File: src/rtl/mem_resp_pkg.sv
// Shared types and sizing helpers for the memory read responder.
package mem_resp_pkg;

  // Handshake FSM states.
  typedef enum logic [1:0] {
    IDLE  = 2'd0,
    WAIT  = 2'd1,
    READY = 2'd2,
    GAP   = 2'd3
  } state_t;

  // Address width for a given array depth (at least one bit).
  function automatic int addr_width(input int depth);
    return (depth > 1) ? $clog2(depth) : 1;
  endfunction

  // Width of the shared wait/gap down-counter, which holds at most max(a,b)-1.
  function automatic int cnt_width(input int a, input int b);
    int m;
    m = (a > b) ? a : b;
    return (m > 1) ? $clog2(m) : 1;
  endfunction

endpackage

File: src/rtl/mem_resp_array.sv
// DEPTH x DATA_W register file: one synchronous write port, one combinational read port.
// Contents are deliberately not reset.
module mem_resp_array #(
  parameter int DATA_W = 8,
  parameter int DEPTH  = 16,
  parameter int ADDR_W = 4
) (
  input  logic              clk,
  input  logic              wr_en,
  input  logic [ADDR_W-1:0] wr_addr,
  input  logic [DATA_W-1:0] wr_data,
  input  logic [ADDR_W-1:0] rd_addr,
  output logic [DATA_W-1:0] rd_data
);

  logic [DATA_W-1:0] mem_reg [DEPTH];

  // Write port: a write lands at the clock edge, so a same-edge read sees the old word.
  always_ff @(posedge clk) begin
    if (wr_en) begin
      mem_reg[wr_addr] <= wr_data;
    end
  end

  assign rd_data = mem_reg[rd_addr];

endmodule

File: src/rtl/mem_read_responder.sv
// Memory-side responder for the level-sensitive read handshake.
// While mem_read is high, returns one word per beat with a one-cycle data_ready
// pulse after WAIT_CYCLES wait states, followed by GAP_CYCLES idle cycles.
// Optional feature: define MEM_RESP_PARITY_EN to add the data_par output
// (even parity of data_bus, registered alongside it).
module mem_read_responder
  import mem_resp_pkg::*;
#(
  parameter int DATA_W      = 8,
  parameter int DEPTH       = 16,
  parameter int WAIT_CYCLES = 3,
  parameter int GAP_CYCLES  = 1,
  parameter int ADDR_W      = addr_width(DEPTH)
) (
  input  logic              clk,
  input  logic              rst,
  input  logic              mem_read,
  output logic              data_ready,
  output logic [DATA_W-1:0] data_bus,
  output logic              busy,
  input  logic              addr_load,
  input  logic [ADDR_W-1:0] addr_in,
  input  logic              wr_en,
  input  logic [ADDR_W-1:0] wr_addr,
  input  logic [DATA_W-1:0] wr_data
`ifdef MEM_RESP_PARITY_EN
  ,
  output logic              data_par
`endif
);

  localparam int CNT_W = cnt_width(WAIT_CYCLES, GAP_CYCLES);
  localparam logic [CNT_W-1:0] WAIT_LOAD = CNT_W'((WAIT_CYCLES > 0) ? WAIT_CYCLES - 1 : 0);
  localparam logic [CNT_W-1:0] GAP_LOAD  = CNT_W'((GAP_CYCLES > 0) ? GAP_CYCLES - 1 : 0);
  localparam logic [ADDR_W-1:0] LAST_ADDR = ADDR_W'(DEPTH - 1);

  state_t            state_reg, state_next;
  logic [CNT_W-1:0]  cnt_reg, cnt_next;
  logic [ADDR_W-1:0] rd_ptr_reg, rd_ptr_next;
  logic [ADDR_W-1:0] ptr_sel;
  logic [DATA_W-1:0] rd_word;
  logic [DATA_W-1:0] data_bus_reg;
  logic              capture;

  // An addr_load in IDLE applies immediately, so a coincident accept uses the new address.
  assign ptr_sel = (state_reg == IDLE && addr_load) ? addr_in : rd_ptr_reg;

  mem_resp_array #(
    .DATA_W (DATA_W),
    .DEPTH  (DEPTH),
    .ADDR_W (ADDR_W)
  ) u_array (
    .clk     (clk),
    .wr_en   (wr_en),
    .wr_addr (wr_addr),
    .wr_data (wr_data),
    .rd_addr (ptr_sel),
    .rd_data (rd_word)
  );

  // State register.
  always_ff @(posedge clk) begin
    if (rst) begin
      state_reg <= IDLE;
    end else begin
      state_reg <= state_next;
    end
  end

  // Next-state logic; capture marks the edge that enters READY.
  always_comb begin
    state_next = state_reg;
    cnt_next   = cnt_reg;
    capture    = 1'b0;
    case (state_reg)
      IDLE: begin
        if (mem_read) begin
          if (WAIT_CYCLES == 0) begin
            state_next = READY;
            capture    = 1'b1;
          end else begin
            state_next = WAIT;
            cnt_next   = WAIT_LOAD;
          end
        end
      end
      WAIT: begin
        if (!mem_read) begin
          state_next = IDLE;
          cnt_next   = '0;
        end else if (cnt_reg == '0) begin
          state_next = READY;
          capture    = 1'b1;
        end else begin
          cnt_next = cnt_reg - 1'b1;
        end
      end
      READY: begin
        if (GAP_CYCLES > 0) begin
          state_next = GAP;
          cnt_next   = GAP_LOAD;
        end else begin
          state_next = IDLE;
        end
      end
      GAP: begin
        if (cnt_reg == '0) begin
          state_next = IDLE;
        end else begin
          cnt_next = cnt_reg - 1'b1;
        end
      end
      default: begin
        state_next = IDLE;
        cnt_next   = '0;
      end
    endcase
  end

  // Read pointer: load in IDLE, advance (with wrap) as each word is captured.
  always_comb begin
    rd_ptr_next = rd_ptr_reg;
    if (state_reg == IDLE && addr_load) begin
      rd_ptr_next = addr_in;
    end
    if (capture) begin
      rd_ptr_next = (ptr_sel == LAST_ADDR) ? '0 : ptr_sel + 1'b1;
    end
  end

  // Datapath registers: counter, pointer and the word held on data_bus.
  always_ff @(posedge clk) begin
    if (rst) begin
      cnt_reg      <= '0;
      rd_ptr_reg   <= '0;
      data_bus_reg <= '0;
    end else begin
      cnt_reg    <= cnt_next;
      rd_ptr_reg <= rd_ptr_next;
      if (capture) begin
        data_bus_reg <= rd_word;
      end
    end
  end

  assign data_ready = (state_reg == READY);
  assign busy       = (state_reg != IDLE);
  assign data_bus   = data_bus_reg;

`ifdef MEM_RESP_PARITY_EN
  logic data_par_reg;

  // Parity is captured on the same edge as the word so both stay aligned.
  always_ff @(posedge clk) begin
    if (rst) begin
      data_par_reg <= 1'b0;
    end else if (capture) begin
      data_par_reg <= ^rd_word;
    end
  end

  assign data_par = data_par_reg;
`endif

endmodule

File: config.mk
export PLATFORM = sky130hd
export DESIGN_NAME = mem_read_responder
export DESIGN_NICKNAME = d
export VERILOG_FILES = /design/src/rtl/mem_resp_pkg.sv /design/src/rtl/mem_resp_array.sv /design/src/rtl/mem_read_responder.sv
export SDC_FILE = /design/constraint.sdc
export NUM_CORES = 1
export LEC_CHECK = 0
export CAP_MARGIN = 20
export CORE_ASPECT_RATIO = 0.9
export CORE_UTILIZATION = 54
export CTS_CLUSTER_SIZE = 25
export DETAILED_ROUTE_END_ITERATION = 12
export GPL_TIMING_DRIVEN = 0
export PLACE_DENSITY = 0.75
export SYNTH_ARGS = -nofsm -noshare
export SYNTH_HDL_FRONTEND = slang
export SYNTH_SLANG_ARGS = --single-unit
File: constraint.sdc
create_clock -name clk -period 2 [get_ports clk]
set_input_delay 0.3 -clock clk [delete_from_list [all_inputs] [get_ports clk]]
set_output_delay 0.3 -clock clk [all_outputs]
set_load 0.03 [all_outputs]
[After elaboration in Yosys (flattened, before gate mapping)]
Memory sizes are Yosys's and may differ from the RTL's. A register that Yosys moved wholly into a read port is not among the register bits.
Cells that the tools add are included.
Word-level totals
  register bits: 8
  latch bits: 0
  RAM bits: 128
  bits in read-only memories: 0
  input port bits: 21
  output and inout bits: 10
  logic and storage cells: 35
  memories kept: 1
Memories
  u_array.mem_reg: depth 16, width 8, rd ports 1, clocked after Yosys merged registers in 1, wr ports 1, RTL line mem_resp_array.sv:16  | logic [DATA_W-1:0] mem_reg [DEPTH];
Operators by class
  add/subtract/negate cells: 2
  $mul: 0
  div/mod/pow operators: 0
  $lt $le $gt $ge: 0
  equality and inequality tests: 7
  shift-type cells: 0
  mux-type cells: 17
  bitwise operators: 0
  reductions and logical operators: 5
Operators with widths (count)
  $pmux 2 s4: 2
  $mux 2: 7
  $mux 4: 3
  $mux 1: 5
  $add 4x1->4 const B: 1
  $eq 2x2->1 const B: 2
  $eq 4x4->1 const B: 1
  $logic_not 2->1: 2
  $ne 2x2->1 const B: 2
  $ne 3x3->1 const B: 1
  $reduce_and 3->1: 1
  $eq 2x1->1 const B: 1
  $reduce_bool 2->1: 1
  $sub 2x1->2 const B: 1
  $logic_and 1x1->1: 1

[Depth between registers and ports, before layout]
  word-level depth: 6
  mapped depth: 8
  depth with buffers taken out: 5

[Hierarchy]
Synthesis repeated with hierarchy kept, for this count alone.
Unflattened totals
  cells, all modules: 296
  area total of the unflattened synthesis: 5731.7 sq um
Modules (own cells, without submodules)
  mem_resp_array: times used 1, cells an instance 221, area each 4987.3 sq um, seq. area each 3843.7 sq um
  mem_read_responder: times used 1, cells an instance 75, area each 744.5 sq um, seq. area each 320.3 sq um

[Least setup slack after synthesis]
OpenSTA, ideal clock, no wires.
  kind: reg2reg
  start: reg (tool-made name)
  end: reg data_bus_reg[0] (netlist: data_bus[0]) (read register of u_array.mem_reg)
  library setup time: 0.116 ns
  data arrival time: 2.089 ns
  required time: 1.884 ns
  setup slack: -0.205 ns
  stages on the path, launching flop included: 8
  path buffers: 2
  period minus slack after synthesis: 2.205 ns
  cell sequence: dfxtp_1 -> or3b_1 -> buf_6 -> a21oi_4 -> buf_12 -> mux4_2 -> a32o_1 -> a41o_1
RTL lines
  to (decl): RTL line mem_read_responder.sv:42  | logic [DATA_W-1:0] data_bus_reg;

==> flow_summary.yaml <==
power_and_ir_drop:
  p_sw_share_pct: 25.3
  peakVddDrop_mv: 0.677
  p_int_mw: 5.47
  power.combinational.fraction_pct: 12.7
  totalPowerFinal_mw: 7.32
  leakagePower_nw: 2.70
  power_switching_mw: 1.86
  clock_power_share_pct: 41.1
  seq_power_share_pct: 46.2
  power.density_nw_per_um2: 959
worst_setup_path:
  crit_chain: "or3b_4, a21oi_4, buf_12, buf_12, mux4_2, a32o_1, a41o_1"
  arrival_worst_endpoint_ns: 2.63
  r2r_setup_slack_ns: -0.33
  timing.rr.end: "data_bus[6]$_SDFFE_PP0N_"
  slowest_stage: "sky130_fd_sc_hd__mux4_2"
  worst-path-max-fanout: 5
  cp_slowest_stage_delay_ns: 0.56
  timing.critical_path.buf_inv: 2
  crit_top_cell: "sky130_fd_sc_hd__buf_12"
  worst_path_dominant_cell_family: "compound AO/OA/AOI/OAI gates"
  r2r_cell_count: 7
  worst-setup-path-type: "reg -> reg"
  worst-endpoint-required_ns: 2.30
  timing.critical_path.from_type: "flip-flop"
  worst_setup_path_end_kind: "flip-flop"
logic_synthesis:
  netlist_instances: 420
  synth_cell_types: 57
  ys_ff_latch: 144
  synthesis.yosys.warnings: 0
  synth-async-reset-ratio_pct: 0
  synth_top_area_share_pct: 62.5
  postSynthNetCount: 441
  largest_family_of_logic_cells_by_synthesized_area: "compound AO/OA/AOI/OAI gates"
  post_synth.cell_area_avg_um2: 14.6
  synthTopCellsByCount: "128 x sky130_fd_sc_hd__edfxtp_1, 39 x sky130_fd_sc_hd__nand2_1, 21 x sky130_fd_sc_hd__nor2_1"
  synth_seq_area_share_pct: 67.7
  synth_top_cells_by_area: "sky130_fd_sc_hd__edfxtp_1 62%, sky130_fd_sc_hd__dfxtp_1 5.2%, sky130_fd_sc_hd__o211a_1 2.9%"
  share_of_the_synthesized_area_in_compound_gates_ao_oa_aoi_oai_pct: 14.5
  edff_count_synth: 128
  ys.flop_type: "sky130_fd_sc_hd__edfxtp_1"
  synthMuxAreaShare_pct: 5.06
  post-synth-top-count-cell: "sky130_fd_sc_hd__edfxtp_1"
  synth_adder_area_share_pct: 0
  synthXorXnorAreaFrac_pct: 0.285
  synth_simple_gate_area_share_pct: 9.15
  post_synth_instance_area_um2: 6150
  netlist.top_cell.by_area: "sky130_fd_sc_hd__edfxtp_1"
route:
  detail_route.vias_per_cell: 6.55
  routed_wirelength_mm: 16.5
  initialDrtViolationCount: 568
  routed_wire_length_per_instance_um: 25.0
  post-route-drc-count: 0
  antenna_violating_nets_post_route: 0
  dr_total_vias: 4332
  first_pass_iters: 5
min_path:
  hold-path-endpoint: "cnt_reg[1]$_SDFFE_PP0P_"
  min_from: "cnt_reg[1]$_SDFFE_PP0P_"
  kind_of_path_behind_the_tightest_hold_check: "reg -> reg"
  timing.hold.worst_path_depth: 2
grt:
  grt_pass1_wl_mm: 23.9
  via_count_of_the_first_global_routing_pass: 3986
  total_routing_usage_gr_pct: 29.2
  antenna_found_initial: 0
  global_route.overflow_total: 0
  grt_start_max_net_pins: 17
clock_network:
  cts_tree: "done"
  cts-buffers-inserted: 17
  clockRootBuffer: "sky130_fd_sc_hd__clkbuf_16"
  insertion_delay_ns: 0.42
  htree_num_levels: 4
  cts_max_path_buffers: 2
  clk_transition_reported_paths_ns: 0.06
  cts.sinks: 144
  cts_hold_repair.buffers: 0
status:
  outcome: "complete, but fails checks"
  failed_checks: "setup timing"
place:
  portBuffers: 30
  cell_area_reported_after_detailed_placement_um2: 6670
  place.gp.congestion: 0.910
  detailed_place_hpwl_mm: 10.5
finish:
  final_cell_area_um2: 7640
  drive_above_1_share_pct: 24.0
  finish.net_count: 517
  largest_register_ffs: 128
  antenna_cells: 0
  areaGrowthSynthToFinish_pct: 24.1
floorplan:
  initial_utilization_pct: 56.2
  fp.dieArea_um2: 11800
  design.core.area_um2: 10900
  num_rows: 36
  number_of_ports_placed_on_the_die_boundary: 31
  vertical_die_dimension_um: 103
  die_wd_um: 115
run:
  drv_cap: 0
sta:
  skew_ns: 0.00715
  slew-limit-headroom_pct: 34.4
  min_period_ns: 2.33
  slew_violations: 0
  post-route-period-util_pct: 117
  timing_hold_violations_final: 0
  grt_setup_unrepaired: "yes"
  setup_ws_ns: -0.331
  max_clk_rate_mhz: 429
  timing_worst_slew_pin_value_ns: 0.980
  finalSetupViolations: 9
-- power by group through the flow --
| stage | logic (mW) | registers, mW | clock network, mW |
|---|---|---|---|
| floorplan | 0.429 | 3.45 | 0 |
| global placement | 0.717 | 3.44 | 0 |
| detailed placement | 0.735 | 3.44 | 0 |
| CTS | 0.829 | 3.38 | 3.00 |
| global route | 0.977 | 3.39 | 3.12 |
| finish | 0.931 | 3.39 | 3.01 |
-- how the worst max path moves through the flow --
stage | from | endpoint | slack (ns) | depth (start not counted)
2_1_floorplan | flip-flop | data_bus[0]$_SDFFE_PP0N_ | -0.19 | 7
3_3_place_gp | addr_load | data_bus[6]$_SDFFE_PP0N_ | -1.05 | 8
3_5_place_dp | addr_load | data_bus[6]$_SDFFE_PP0N_ | -1.07 | 8
4_1_cts | flip-flop | data_bus[6]$_SDFFE_PP0N_ | -0.41 | 8
5_1_grt | flip-flop | data_bus[6]$_SDFFE_PP0N_ | -0.36 | 7
6_report | flip-flop | data_bus[6]$_SDFFE_PP0N_ | -0.33 | 7
-- routing by layer --
layer	up-vias	wire, um	GRT usage, %	part of all wire (%)
li1	1839	-	-	-
met5	-	0	0	0
met1	2157	6520	39.0	39
met4	0	695	16.0	4.2
met2	291	7780	45.9	47
met3	45	1540	5.54	9.3
-- kinds of logic after synthesis --
family | Yosys count
and+or+nand+nor | 111
xor gates and xnor gates | 2
muxes | 16
DFF | 144
buffers and inverters | 38
AOI/OAI and AO/OA | 109
-- placed cells by master, fill, tap and decap left out, types with 15 or more instances in the layout --
master and count:
sky130_fd_sc_hd__clkbuf_16 17, sky130_fd_sc_hd__a211oi_1 15, sky130_fd_sc_hd__clkdlybuf4s50_1 27, sky130_fd_sc_hd__edfxtp_1 128
sky130_fd_sc_hd__nor2_1 20, sky130_fd_sc_hd__buf_4 26, sky130_fd_sc_hd__o211a_1 18, sky130_fd_sc_hd__nand2_1 39
-- timing repair --
item	4_1_cts	5_1_grt
setup endpoints to repair	14	25
buffers inserted	13	15
endpoints found under the hold margin	0	0
resized for setup	30	32
pin swaps	7	13
-- through the flow --
| step | hold WS, ns | worst slack [ns] | util, % | TNS, ns | std cells |
|---|---|---|---|---|---|
| 2_1_floorplan | 0.399 | -0.185 | - | -0.887 | 420 |
| 3_3_place_gp | 0.519 | -1.05 | 60.7 | -42.23 | 602 |
| 3_5_place_dp | 0.551 | -1.07 | 60.9 | -35.31 | 605 |
| 4_1_cts | 0.581 | -0.410 | 67.8 | -2.56 | 649 |
| 5_1_grt | 0.611 | -0.361 | 69.8 | -2.65 | 661 |
| 6_report | 0.569 | -0.331 | 69.8 | -2.20 | 661 |
-- worst min-delay path, stage by stage (launching register included) --
cell and delay, ns:
sky130_fd_sc_hd__dfxtp_1 0.35, sky130_fd_sc_hd__a21oi_1 0.13, sky130_fd_sc_hd__nor2_1 0.04
-- cell type report --
type | count | area (um2)
flip-flops and latches | 144 | 4170
fillers | 736 | 3310
multi-input cells | 238 | 1900
repair buffers | 61 | 589
clock buffers | 18 | 429
well taps | 152 | 190
plain buffers | 22 | 180
clock inverters | 14 | 133
inverters | 12 | 48.8
No activity file was read; power rests on OpenSTA's default activity.
